**config.mk**
```make
export PLATFORM = sky130hd
export DESIGN_NAME = transfer_ctrl_flat
export DESIGN_NICKNAME = d
export VERILOG_FILES = /design/src/rtl/transfer_pkg.sv /design/src/rtl/transfer_ctrl_if.sv /design/src/rtl/beat_timer.sv /design/src/rtl/transfer_ctrl.sv /design/src/flat_wrapper.sv
export SDC_FILE = /design/constraint.sdc
export NUM_CORES = 1
export LEC_CHECK = 0
export CORE_MARGIN = 8
export CORE_UTILIZATION = 46
export DETAILED_ROUTE_END_ITERATION = 6
export MAX_ROUTING_LAYER = met4
export PLACE_DENSITY = 0.75
export RECOVER_POWER = 25
export SETUP_SLACK_MARGIN = 0.15
export SLEW_MARGIN = 20
export SYNTH_ARGS = -nofsm -noshare
export SYNTH_HDL_FRONTEND = slang
export SYNTH_HIERARCHICAL = 1
export SYNTH_SLANG_ARGS = --single-unit
```
**constraint.sdc**
```tcl
create_clock -name clk -period 2.1 [get_ports clk]
set_clock_uncertainty 0.05 [all_clocks]
set_input_delay 0.42 -clock clk [delete_from_list [all_inputs] [get_ports clk]]
set_output_delay 0.42 -clock clk [all_outputs]
set_load 0.02 [all_outputs]
```
**src/rtl/transfer_pkg.sv**
```systemverilog
// Shared types and default parameters for the transfer sequencer.
package transfer_pkg;

    localparam int unsigned LEN_W_DEF       = 8;
    localparam int unsigned INIT_CYCLES_DEF = 4;
    localparam int unsigned ENABLE_DLY_DEF  = 3;
    localparam int unsigned TIMEOUT_DEF     = 16;

    typedef enum logic [2:0] {
        INIT,
        WARM,
        IDLE,
        RUN,
        DONE
    } state_t;

    // Encoding matches the status output
    typedef enum logic [1:0] {
        C_NONE = 2'd0,
        C_END  = 2'd1,
        C_STOP = 2'd2,
        C_ERR  = 2'd3
    } cause_t;

endpackage

```
**src/rtl/transfer_ctrl_if.sv**
```systemverilog
// Command / control bundle between the transfer sequencer and its user.
interface transfer_ctrl_if
    import transfer_pkg::*;
#(
    parameter int unsigned LEN_W = LEN_W_DEF
);
    logic             req;
    logic [LEN_W-1:0] len;
    logic             irq_en;
    logic             abort;
    logic             beat_ok;
    logic             ack;
    logic             rt;
    logic             enable;
    logic             start;
    logic             rdy;
    logic             endd;
    logic             stop;
    logic             er;
    logic             interrupt;
    logic             status_valid;
    logic [1:0]       status;
    logic [LEN_W-1:0] beats_left;

    modport master (
        output req, len, irq_en, abort, beat_ok,
        input  ack, rt, enable, start, rdy, endd, stop, er, interrupt,
               status_valid, status, beats_left
    );

    modport slave (
        input  req, len, irq_en, abort, beat_ok,
        output ack, rt, enable, start, rdy, endd, stop, er, interrupt,
               status_valid, status, beats_left
    );
endinterface

```
**src/rtl/beat_timer.sv**
```systemverilog
// Idle watchdog for RUN: expired is asserted on the TIMEOUT-th consecutive tick.
module beat_timer
    import transfer_pkg::*;
#(
    parameter int unsigned TIMEOUT = TIMEOUT_DEF
) (
    input  logic clk,
    input  logic rst,
    input  logic clr,
    input  logic tick,
    output logic expired
);
    localparam int unsigned CNT_W = $clog2(TIMEOUT + 1);

    logic [CNT_W-1:0] cnt_q;
    logic [CNT_W-1:0] cnt_d;

    // Saturating idle-cycle count, cleared by clr
    always_comb begin
        cnt_d = cnt_q;
        if (clr) begin
            cnt_d = '0;
        end else if (tick && (cnt_q != CNT_W'(TIMEOUT))) begin
            cnt_d = cnt_q + CNT_W'(1);
        end
    end

    // Counter register
    always_ff @(posedge clk or negedge rst) begin
        if (!rst) begin
            cnt_q <= '0;
        end else begin
            cnt_q <= cnt_d;
        end
    end

    assign expired = tick && !clr && (cnt_q == CNT_W'(TIMEOUT - 1));

endmodule

```
**src/rtl/transfer_ctrl.sv**
```systemverilog
// Transfer sequencer: init window, warm-up, one command at a time, one completion cause per transfer.
module transfer_ctrl
    import transfer_pkg::*;
#(
    parameter int unsigned LEN_W       = LEN_W_DEF,
    parameter int unsigned INIT_CYCLES = INIT_CYCLES_DEF,
    parameter int unsigned ENABLE_DLY  = ENABLE_DLY_DEF,
    parameter int unsigned TIMEOUT     = TIMEOUT_DEF
) (
    input  logic            clk,
    input  logic            rst,
    transfer_ctrl_if.slave  bus
);
    localparam int unsigned PH_MAX = (INIT_CYCLES > ENABLE_DLY) ? INIT_CYCLES : ENABLE_DLY;
    localparam int unsigned PH_W   = $clog2(PH_MAX + 1);

    state_t           state_q, state_d;
    cause_t           cause_c;
    logic             accept_c;
    logic             expired;
    logic             timer_clr_c;
    logic             timer_tick_c;

    logic [PH_W-1:0]  phase_q, phase_d;
    logic [LEN_W-1:0] beats_left_q, beats_left_d;
    logic             irq_en_q, irq_en_d;
    cause_t           cause_q, cause_d;
    cause_t           status_q, status_d;
    logic             status_valid_q, status_valid_d;
    logic             ack_q, ack_d;
    logic             start_q, start_d;
    logic             rdy_q, rdy_d;
    logic             endd_q, endd_d;
    logic             stop_q, stop_d;
    logic             er_q, er_d;
    logic             interrupt_q, interrupt_d;
    logic             rt_q, rt_d;
    logic             enable_q, enable_d;

    assign timer_clr_c  = (state_q != RUN) || bus.beat_ok;
    assign timer_tick_c = (state_q == RUN) && !bus.beat_ok;

    beat_timer #(
        .TIMEOUT (TIMEOUT)
    ) u_beat_timer (
        .clk     (clk),
        .rst     (rst),
        .clr     (timer_clr_c),
        .tick    (timer_tick_c),
        .expired (expired)
    );

    // State register
    always_ff @(posedge clk or negedge rst) begin
        if (!rst) begin
            state_q <= INIT;
        end else begin
            state_q <= state_d;
        end
    end

    // Next state and completion cause; a zero-length command fails on the edge after its start
    always_comb begin
        state_d  = state_q;
        cause_c  = C_NONE;
        accept_c = 1'b0;
        case (state_q)
            INIT: begin
                if (phase_q == PH_W'(INIT_CYCLES)) state_d = WARM;
            end
            WARM: begin
                if (phase_q == PH_W'(ENABLE_DLY - 1)) state_d = IDLE;
            end
            IDLE: begin
                if (bus.req && enable_q) begin
                    accept_c = 1'b1;
                    state_d  = RUN;
                end
            end
            RUN: begin
                if (bus.abort) begin
                    state_d = DONE;
                    cause_c = C_STOP;
                end else if (bus.beat_ok && (beats_left_q == LEN_W'(1))) begin
                    state_d = DONE;
                    cause_c = C_END;
                end else if ((beats_left_q == '0) || expired) begin
                    state_d = DONE;
                    cause_c = C_ERR;
                end
            end
            DONE: begin
                state_d = IDLE;
            end
            default: begin
                state_d = INIT;
            end
        endcase
    end

    // Registered outputs, beat counter and status derived from the transition
    always_comb begin
        phase_d        = phase_q;
        beats_left_d   = beats_left_q;
        irq_en_d       = irq_en_q;
        cause_d        = cause_q;
        status_d       = status_q;
        status_valid_d = status_valid_q;
        ack_d          = 1'b0;
        start_d        = 1'b0;
        rdy_d          = 1'b0;
        endd_d         = 1'b0;
        stop_d         = 1'b0;
        er_d           = 1'b0;
        interrupt_d    = 1'b0;
        rt_d           = (state_d == INIT);
        enable_d       = enable_q || (state_d == IDLE);

        if (state_d != state_q) begin
            phase_d = '0;
        end else if (phase_q != PH_W'(PH_MAX)) begin
            phase_d = phase_q + PH_W'(1);
        end

        if (accept_c) begin
            ack_d          = 1'b1;
            start_d        = 1'b1;
            beats_left_d   = bus.len;
            irq_en_d       = bus.irq_en;
            status_d       = C_NONE;
            status_valid_d = 1'b0;
        end

        if ((state_q == RUN) && bus.beat_ok && (beats_left_q != '0)) begin
            beats_left_d = beats_left_q - LEN_W'(1);
        end

        if (state_d == DONE) begin
            rdy_d       = 1'b1;
            endd_d      = (cause_c == C_END);
            stop_d      = (cause_c == C_STOP);
            er_d        = (cause_c == C_ERR);
            interrupt_d = irq_en_q;
            cause_d     = cause_c;
        end

        if (state_q == DONE) begin
            status_d       = cause_q;
            status_valid_d = 1'b1;
        end
    end

    // Datapath and output registers
    always_ff @(posedge clk or negedge rst) begin
        if (!rst) begin
            phase_q        <= '0;
            beats_left_q   <= '0;
            irq_en_q       <= 1'b0;
            cause_q        <= C_NONE;
            status_q       <= C_NONE;
            status_valid_q <= 1'b0;
            ack_q          <= 1'b0;
            start_q        <= 1'b0;
            rdy_q          <= 1'b0;
            endd_q         <= 1'b0;
            stop_q         <= 1'b0;
            er_q           <= 1'b0;
            interrupt_q    <= 1'b0;
            rt_q           <= 1'b1;
            enable_q       <= 1'b0;
        end else begin
            phase_q        <= phase_d;
            beats_left_q   <= beats_left_d;
            irq_en_q       <= irq_en_d;
            cause_q        <= cause_d;
            status_q       <= status_d;
            status_valid_q <= status_valid_d;
            ack_q          <= ack_d;
            start_q        <= start_d;
            rdy_q          <= rdy_d;
            endd_q         <= endd_d;
            stop_q         <= stop_d;
            er_q           <= er_d;
            interrupt_q    <= interrupt_d;
            rt_q           <= rt_d;
            enable_q       <= enable_d;
        end
    end

    assign bus.ack          = ack_q;
    assign bus.start        = start_q;
    assign bus.rdy          = rdy_q;
    assign bus.endd         = endd_q;
    assign bus.stop         = stop_q;
    assign bus.er           = er_q;
    assign bus.interrupt    = interrupt_q;
    assign bus.status_valid = status_valid_q;
    assign bus.status       = status_q;
    assign bus.beats_left   = beats_left_q;
    assign bus.rt           = rt_q;
    assign bus.enable       = enable_q;

endmodule

```
**src/flat_wrapper.sv**
```systemverilog
// flat-port wrapper written by rule: the top's interface ports become plain ports
module transfer_ctrl_flat import transfer_pkg::*;
#(
    parameter int unsigned LEN_W       = LEN_W_DEF,
    parameter int unsigned INIT_CYCLES = INIT_CYCLES_DEF,
    parameter int unsigned ENABLE_DLY  = ENABLE_DLY_DEF,
    parameter int unsigned TIMEOUT     = TIMEOUT_DEF
)
  (clk, rst, bus_req, bus_len, bus_irq_en, bus_abort, bus_beat_ok, bus_ack, bus_rt, bus_enable, bus_start, bus_rdy, bus_endd, bus_stop, bus_er, bus_interrupt, bus_status_valid, bus_status, bus_beats_left);
  transfer_ctrl_if #(.LEN_W(LEN_W)) bus_i ();
  input  logic clk;
  input  logic rst;
  input wire logic [$bits(bus_i.req)-1:0] bus_req;
  input wire logic [$bits(bus_i.len)-1:0] bus_len;
  input wire logic [$bits(bus_i.irq_en)-1:0] bus_irq_en;
  input wire logic [$bits(bus_i.abort)-1:0] bus_abort;
  input wire logic [$bits(bus_i.beat_ok)-1:0] bus_beat_ok;
  output wire logic [$bits(bus_i.ack)-1:0] bus_ack;
  output wire logic [$bits(bus_i.rt)-1:0] bus_rt;
  output wire logic [$bits(bus_i.enable)-1:0] bus_enable;
  output wire logic [$bits(bus_i.start)-1:0] bus_start;
  output wire logic [$bits(bus_i.rdy)-1:0] bus_rdy;
  output wire logic [$bits(bus_i.endd)-1:0] bus_endd;
  output wire logic [$bits(bus_i.stop)-1:0] bus_stop;
  output wire logic [$bits(bus_i.er)-1:0] bus_er;
  output wire logic [$bits(bus_i.interrupt)-1:0] bus_interrupt;
  output wire logic [$bits(bus_i.status_valid)-1:0] bus_status_valid;
  output wire logic [$bits(bus_i.status)-1:0] bus_status;
  output wire logic [$bits(bus_i.beats_left)-1:0] bus_beats_left;
  assign bus_i.req = bus_req;
  assign bus_i.len = bus_len;
  assign bus_i.irq_en = bus_irq_en;
  assign bus_i.abort = bus_abort;
  assign bus_i.beat_ok = bus_beat_ok;
  assign bus_ack = bus_i.ack;
  assign bus_rt = bus_i.rt;
  assign bus_enable = bus_i.enable;
  assign bus_start = bus_i.start;
  assign bus_rdy = bus_i.rdy;
  assign bus_endd = bus_i.endd;
  assign bus_stop = bus_i.stop;
  assign bus_er = bus_i.er;
  assign bus_interrupt = bus_i.interrupt;
  assign bus_status_valid = bus_i.status_valid;
  assign bus_status = bus_i.status;
  assign bus_beats_left = bus_i.beats_left;
  transfer_ctrl #(.LEN_W(LEN_W), .INIT_CYCLES(INIT_CYCLES), .ENABLE_DLY(ENABLE_DLY), .TIMEOUT(TIMEOUT)) u_core (.clk(clk), .rst(rst), .bus(bus_i));
endmodule
```
# == Word-level counts from Yosys, hierarchy flattened ==
# Cells that the tools add are included.
# op_classes
add_sub_neg,3
mul,0
div,0
order_cmp,0
eq_ne,17
shifts,0
n_mux,29
bitwise_logic,0
n_reduce_logical,21
# op_table
operator,count
two-way mux 3 bit,8
two-way mux 8 bit,2
one-hot mux 3 bit (5 select lines),1
"equality test 3 x 2 -> 1 bit, second input constant",4
two-way mux 2 bit,6
two-way mux 1 bit,10
two-way mux 5 bit,2
"equality test 3 bit, second input constant",3
"equality test 8 x 1 -> 1 bit, second input constant",1
logical AND 1 bit,8
zero test 8 bit,1
nonzero test 2 bit,4
nonzero test 8 bit,1
"subtractor 8 x 1 -> 8 bit, second input constant",1
zero test 3 bit,2
"adder 5 x 1 -> 5 bit, second input constant",1
"equality test 5 x 4 -> 1 bit, second input constant",1
"inequality test 5 bit, second input constant",1
"equality test 2 bit, second input constant",2
"adder 3 x 1 -> 3 bit, second input constant",1
"equality test 3 x 1 -> 1 bit, second input constant",1
logical OR 1 bit,3
"inequality test 3 x 2 -> 1 bit, second input constant",1
inequality test 3 bit,1
other kinds (3),4
# word_totals
register_bits,33
latch_bits,0
mem_bits_rw,0
mem_bits_ro,0
out_inout_bits,20
elab_cells,86
mem_count,0

# == Depth between registers and ports, before layout ==
# Gate-level depths: netlist of the first run.
# logic_depth
word_depth,12
ltp_mapped,9

# == Cells and area by module ==
# Netlist of the first run, hierarchy kept.
# by_module_without_submodules
module,n_inst,cells_each,area_each_um2
transfer_ctrl,1,144,1483.9
beat_timer,1,32,300.3

# == Worst setup path before layout of the first run ==
# Ideal clock, no wire load.
# synth_path
kind,register to register
start,reg u_core.state_q[2]
end,reg u_core.phase_q[0]
setup_ns,0.135
arrival_ns,1.836
slack_ns,0.079
path_stages_with_launch,9
period_less_slack_ns,2.021
cell_sequence,dfrtp_1 -> nand3b_1 -> or2_2 -> inv_1 -> nand2_1 -> nor2_1 -> a311o_1 -> o311a_1 -> nor3_2
# synth_via
elab_chain_len,12
elab_cells_between_ends,22
# synth_rtl
item,line_no,rtl
start: declaration,transfer_ctrl.sv:17,"state_t state_q, state_d;"
start signal: assignment,transfer_ctrl.sv:58,state_q <= state_d;
inequality test 3 x 2 -> 1 bit (*),transfer_ctrl.sv:40,assign timer_clr_c = (state_q != RUN) || bus.beat_ok;
logical OR 1 bit (*),transfer_ctrl.sv:40,
named net u_core.timer_clr_c,transfer_ctrl.sv:21,logic timer_clr_c;
zero test 1 bit (*),beat_timer.sv:37,assign expired = tick && !clr && (cnt_q == CNT_W'(TIMEOUT - 1));
logical AND 1 bit (*) (2 in series),beat_timer.sv:37,
named net u_core.expired,transfer_ctrl.sv:20,logic expired;
logical OR 1 bit (*),transfer_ctrl.sv:87,end else if ((beats_left_q == '0) || expired) begin
two-way mux 3 bit (*),transfer_ctrl.sv:87,
two-way mux 3 bit (*),transfer_ctrl.sv:84,end else if (bus.beat_ok && (beats_left_q == LEN_W'(1))) begin
two-way mux 3 bit (*),transfer_ctrl.sv:81,if (bus.abort) begin
one-hot mux 3 bit (5 select lines) (*),transfer_ctrl.sv:67,case (state_q)
inequality test 3 bit (*),transfer_ctrl.sv:119,if (state_d != state_q) begin
two-way mux 3 bit or nonzero test 2 bit (tied branches),-,
end signal: assignment,transfer_ctrl.sv:172,phase_q <= phase_d;
end: declaration,transfer_ctrl.sv:24,"logic [PH_W-1:0] phase_q, phase_d;"
# The timed path passes the listed nets; every way through them passes the cells marked *.
# A chain may end at the register's enable or synchronous reset.

# == Final worst setup path of the first run ==
# layout_path
start,reg u_core.u_beat_timer.cnt_q[0]
end,reg u_core.interrupt_q (netlist: u_core/bus.interrupt)
# layout_via
elab_chain_len,9
# layout_rtl
item,line_no,rtl
start: declaration,beat_timer.sv:15,logic [CNT_W-1:0] cnt_q;
start signal: assignment,beat_timer.sv:33,cnt_q <= cnt_d;
equality test 5 x 4 -> 1 bit,beat_timer.sv:37,
logical AND 1 bit,beat_timer.sv:37,
named net u_core.expired,transfer_ctrl.sv:20,
logical OR 1 bit,transfer_ctrl.sv:87,
two-way mux 3 bit,transfer_ctrl.sv:87,
two-way mux 3 bit,transfer_ctrl.sv:84,
two-way mux 3 bit,transfer_ctrl.sv:81,
one-hot mux 3 bit (5 select lines),transfer_ctrl.sv:67,
named net u_core.state_d[2],transfer_ctrl.sv:17,
equality test 3 bit,transfer_ctrl.sv:138,if (state_d == DONE) begin
two-way mux 1 bit,transfer_ctrl.sv:138,
named net u_core.interrupt_d,transfer_ctrl.sv:36,"logic interrupt_q, interrupt_d;"
end signal: assignment,transfer_ctrl.sv:184,interrupt_q <= interrupt_d;
end: declaration,transfer_ctrl.sv:36,
# The timed path passes the listed nets, and every way through them passes these cells.

==> results.toml, run 1 <==
[routing]
drc_errors = 0
drt-met1-wl_um = 1840
num_vias = 1552
met2_length_um = 2440
viasPerCell = 5.58
dr_wl_met3_um = 170
routed_wl_um = 4530
wl_per_cell_um = 16.3
ant_nets = 0
firstDrtPassIters = 4
top_layer = "met4"
drt_iter0_markers = 92

[yosys]
synth_top_area_share_pct = 44.9
synth_cells = 176
ys_types = 56
synth_top_family_by_area = "simple AND/OR/NAND/NOR gates"
synth_seq_cells = 33
synth_edf_count = 0
netlist_area_um2 = 1780
yosys.area.top_type = "dfrtp_1"
synthXorXnorAreaFrac_pct = 1.47
yosys.area_share.simple_pct = 23.6
synth_common_cells = "32 x dfrtp_1, 20 x nand2_1, 13 x inv_1, 13 x nor2_1, 8 x ha_1"
yosys_warnings = 6
synth_top_flop_cell = "dfrtp_1"
async_flop_share_pct = 100
synth_most_common_cell = "dfrtp_1"
synthMuxAreaShare_pct = 1.96
synth-seq-area-share_pct = 46.4
synth_area_leaders = "dfrtp_1 45%, ha_1 5.6%, nand2_1 4.2%, inv_1 2.7%, nor2_1 2.7%"
syn_nets = 198
synth_adder_area_share_pct = 5.61
synth_compound_area_share_pct = 16.1
synth_area_per_cell_um2 = 10.1

[placed_design]
place.gp.congestion = 0.907
place_area_um2 = 2260
dp_hpwl_um = 3370
dp_cells = 267
numPortBuffers = 33

[clock_network]
cts_tree = "built"
holdBufCountCts = 0
clkSinkCount = 33
clk_latency_ps = 280
htree_num_levels = 2
cts_buffer_depth = 2
clkTransAtPathRegs_ps = 70
cts_buffers = 5
clock-root-buffer = "clkbuf_8"

[grt]
grt_pass1_vias = 1580
grt_usage_pct = 15.3
grt_pass1_wl_um = 7520
grt_overflow = 0
antenna_found_initial = 0
grt_max_degree = 34

[worst_setup_path]
startpoint_type = "flop"
critPathKind = "reg -> reg"
crit_arrival_ps = 2030
cp_data_required_time_ps = 2230
end_kind = "flop"
critPathMaxFanout = 4

[sta]
finalHoldWorstSlack_ps = 420
min_period_ps = 1900
worstMarginPinSlew_ps = 818
slew_violations = 0
hold_violations = 0
grt_setup_unrepaired = "yes"
timing.fmax_mhz = 526
slew_headroom_pct = 45.5
final-setup-viol-count = 0
period_share_pct = 90.5

[power_and_ir_drop]
power_density_nw_per_um2 = 1180
p_leak_nw = 1.04
ir_worst_vdd_mv = 0.792

[finish]
drive_gt1_share_pct = 18.7
finalNetCount = 251
n_fill_cell = 315
stdcell_count = 278
antenna-diode-count = 0
area_delta_synth_final_pct = 33.6
design_area_um2 = 2380
finish.utilization_pct = 64.6

[floorplanning]
rows = 22
boundaryPins = 34
die_w_um = 78.3
dieArea_um2 = 6130
start_util_pct = 48.4
coreArea_um2 = 3690
die_h_um = 78.3

[outcome]
status = "finished clean"

[worst_hold_path]
hold_path.class = "reg -> reg"

[flow_run]
maxCapViolCount = 0
[cell families (layout without fill, tap and decap cells)]
family / Yosys count / count (layout)
flops: 33 / 33
simple gates: 73 / 73
buf+inv: 19 / 73
mux: 3 / 3
compound gates: 37 / 37
xor+xnor: 3 / 3
fa+ha+maj: 8 / 8
[cells in the final DEF (no fill, tap or decap), types with 3 or more instances in the layout]
cell type / instances
o21ai_0: 5
nand2_1: 20
inv_1: 13
nand2b_1: 4
a211oi_1: 3
nor3_2: 4
clkbuf_8: 5
a31oi_1: 3
clkdlybuf4s50_1: 31
buf_4: 17
dfrtp_1: 30
nor3_1: 6
nor2_1: 13
nor4_1: 3
ha_1: 6
nand3_1: 7
[stage by stage]
step | setup TNS [ps] | power [mW] | worst slack, ps
global route | 0 | 2.99 | 133
detailed placement | -8.46 | 2.32 | -8.46
floorplan | 0 | 1.80 | 155
CTS | 0 | 2.79 | 169
finish | 0 | 2.81 | 199
global placement | 0 | 2.25 | 45.8
[area by class of cell]
class / instances / area [um^2] / area share (%)
Timing Repair Buffer: 51 / 465 / 19.5
Tap cell: 48 / 60.1 / 2.52
Inverter: 14 / 52.6 / 2.20
Multi-Input combinational cell: 124 / 895 / 37.5
Clock inverter: 1 / 5.00 / 0.210
Clock buffer: 7 / 76.3 / 3.20
Sequential cell: 33 / 830 / 34.8
[what timing repair did]
| item | 4_1_cts | 5_1_grt |
|---|---|---|
| gates resized for setup | 1 | 6 |
| endpoints found under the setup margin | 2 | 9 |
| setup buffers | 2 | 1 |
| pin swaps | 0 | 2 |
[metal layers]
| metal | track usage (%) | vias to the layer above |
|---|---|---|
| met5 | - | - |
| met4 | 5.19 | 0 |
| met3 | 3.87 | 10 |
| met2 | 26.7 | 42 |
| met1 | 16.6 | 750 |
| li1 | - | 750 |
[path summary, 6_finish.rpt]
path                                              startpoint                       end  cells past startpoint  slack [ps]
worst min-delay path                         u_core/irq_en_q           u_core/irq_en_q                      2         420
min in group asynchronous                                rst         u_core/cause_q[0]                      2         700
worst min register to register               u_core/irq_en_q           u_core/irq_en_q                      2         420
worst max register to register  u_core/u_beat_timer/cnt_q[0]      u_core/bus.interrupt                      8         200
max in group asynchronous                                rst  u_core/bus.beats_left[5]                      2         730
worst max-delay path            u_core/u_beat_timer/cnt_q[0]      u_core/bus.interrupt                      8         200
[power breakdown]
group          internal [mW]  switching [mW]
sequential             0.836           0.216
combinational          0.602           0.691
clock                  0.232           0.229
[critical path, cell delays in order, from the launching register on]
cell     delay [ps]
dfrtp_1         400
ha_2            210
and3_1          180
ha_1            200
nand2_1          70
nor2_1           60
a31oi_1         330
a21oi_2         120
and2_1          170
[sequential cells by signal (all words and copies together), names as in the netlist, 2 cells and up]
register and flops:
u_core/bus.beats_left 8, u_core/phase_q 3, u_core/state_q 3, u_core/u_beat_timer/cnt_q 5
u_core/bus.status 2, u_core/cause_q 2
Power figures use the tool's default switching activity.
==> run 2, diff against run 1 <==
--- a/config.mk
+++ b/config.mk
@@ -5,7 +5,6 @@
 export SDC_FILE = /design/constraint.sdc
 export NUM_CORES = 1
 export LEC_CHECK = 0
-export CORE_MARGIN = 8
 export CORE_UTILIZATION = 46
 export DETAILED_ROUTE_END_ITERATION = 6
 export MAX_ROUTING_LAYER = met4
==> results.toml, run 2 (synthesis results as in run 1) <==
[outcome]
status = "finished clean"

[sta]
period_share_pct = 91.2
worstMarginPinSlew_ps = 801
finalHoldWorstSlack_ps = 425
setup_ws_ps = 185
hold_violations = 0
timing.fmax_mhz = 522
grt_setup_unrepaired = "yes"
slew_headroom_pct = 46.6
min_period_ps = 1910
final-setup-viol-count = 0
slew_violations = 0

[worst_setup_path]
crit_buf_inv = 1
max_stage_delay_ps = 660
path_delay_family = "buffers and inverters"
crit_chain = "clkdlybuf4s50_1"
critPathKind = "reg -> out"
cp_data_required_time_ps = 1630
critPathMaxFanout = 6
startpoint_type = "flop"
end_kind = "output port"
crit_arrival_ps = 1440
cp_slowest_cell = "clkdlybuf4s50_1"

[finish]
largest_reg_flops = 8
n_fill_cell = 304
multi_input_area_um2 = 911
seq_area_um2 = 828
area_delta_synth_final_pct = 36.4
finalNetCount = 251
stdcell_count = 278
layout_common_cells = "31 x clkdlybuf4s50_1, 31 x dfrtp_1, 20 x nand2_1, 17 x buf_4"
antenna-diode-count = 0
drive_gt1_share_pct = 19.1

[clock_network]
cts_tree = "built"
cts_buffer_depth = 2
clk_latency_ps = 280
clock-root-buffer = "clkbuf_8"
clkSinkCount = 33
cts_buffers = 5
htree_num_levels = 2
clkTransAtPathRegs_ps = 60

[power_and_ir_drop]
combPwrFrac_pct = 44.4
p_leak_nw = 1.06
seqPwrFrac_pct = 35.1
power_density_nw_per_um2 = 1210
p_int_mw = 1.84
swShare_pct = 37.9
p_switching_mw = 1.12
clock_power_share_pct = 20.5
ir_worst_vdd_mv = 0.607

[routing]
num_vias = 1531
viasPerCell = 5.51
firstDrtPassIters = 4
drt_iter0_markers = 57
drc_errors = 0
wl_per_cell_um = 14.5
ant_nets = 0
routed_wl_um = 4040

[placed_design]
place.gp.congestion = 0.826
dp_slack_ps = -38.8
dp_cells = 267
dp_hpwl_um = 2930
numPortBuffers = 33

[worst_hold_path]
hold_path.class = "reg -> reg"

[floorplanning]
start_util_pct = 48.4
dieArea_um2 = 4130
die_w_um = 64.3
rows = 22
die_h_um = 64.3
boundaryPins = 34
coreArea_um2 = 3690

[grt]
grt_pass1_wl_um = 6770
antenna_found_initial = 0
grt_overflow = 0
grt_pass1_vias = 1482
grt_max_degree = 34
grt_usage_pct = 22.3

[flow_run]
maxCapViolCount = 0
run 2: cell types whose count changed in the layout (fill, tap and decap cells not counted), sizes merged:
cell / change
bufinv: +1
clkinv: -1
run 2: cell type report:
class	count	share of cell area, %
tap	48	2.47
multi-input combinational	124	37.4
timing repair buffer	51	19.1
inverter	14	2.16
clock inverter	1	1.23
sequential	33	34.0
clock buffer	7	3.55
run 2: power by group through the flow:
stage | logic (mW) | registers [mW] | clock network (mW)
6_report | 1.31 | 1.04 | 0.607
5_1_grt | 1.43 | 1.07 | 0.656
4_1_cts | 1.26 | 1.03 | 0.628
3_5_place_dp | 1.24 | 1.05 | 0
3_3_place_gp | 1.21 | 1.03 | 0
2_1_floorplan | 0.651 | 1.15 | 0
run 2: tightest hold or removal path, delay by kind of cell (launching register included):
kind / cells / cell delay (ps)
DFF: 1 / 340
and+or+nand+nor: 2 / 110
run 2: per-stage QoR:
| stage | setup TNS [ps] | utilization [%] | area [um^2] | total power, mW |
|---|---|---|---|---|
| after floorplan | 0 | - | 1790 | 1.80 |
| after global placement | 0 | 61.2 | 2260 | 2.25 |
| after global routing | 0 | 66.0 | 2430 | 3.15 |
| after detailed placement | -108 | 61.2 | 2260 | 2.29 |
| final | 0 | 66.0 | 2430 | 2.96 |
| after CTS | 0 | 65.0 | 2400 | 2.93 |
run 2: final timing paths:
check,slack (ps),endpoint,depth (start not counted),startpoint
max reg2reg,230,u_core/cause_q[1],8,u_core/u_beat_timer/cnt_q[0]
max in group asynchronous,750,u_core/bus.beats_left[4],2,rst
min reg2reg,430,u_core/bus.status_valid,2,u_core/bus.status_valid
max,190,bus_beats_left[5],1,u_core/bus.beats_left[5]
min in group asynchronous,710,u_core/u_beat_timer/cnt_q[4],2,rst
min,430,u_core/bus.status_valid,2,u_core/bus.status_valid
run 2: what timing repair did:
item | CTS | global route
hold buffers | 0 | 0
gates resized for setup | 2 | 6
buffers inserted | 2 | 1
setup endpoints to repair | 7 | 7
pin swaps | 0 | 4
run 2: per-layer routing:
| metal | vias up | global-route usage (%) | wire length, um |
|---|---|---|---|
| met5 | - | - | 0 |
| met4 | 0 | 8.33 | 21 |
| met3 | 2 | 5.36 | 166 |
| met2 | 34 | 37.2 | 2130 |
| met1 | 751 | 26.0 | 1720 |
| li1 | 744 | - | - |
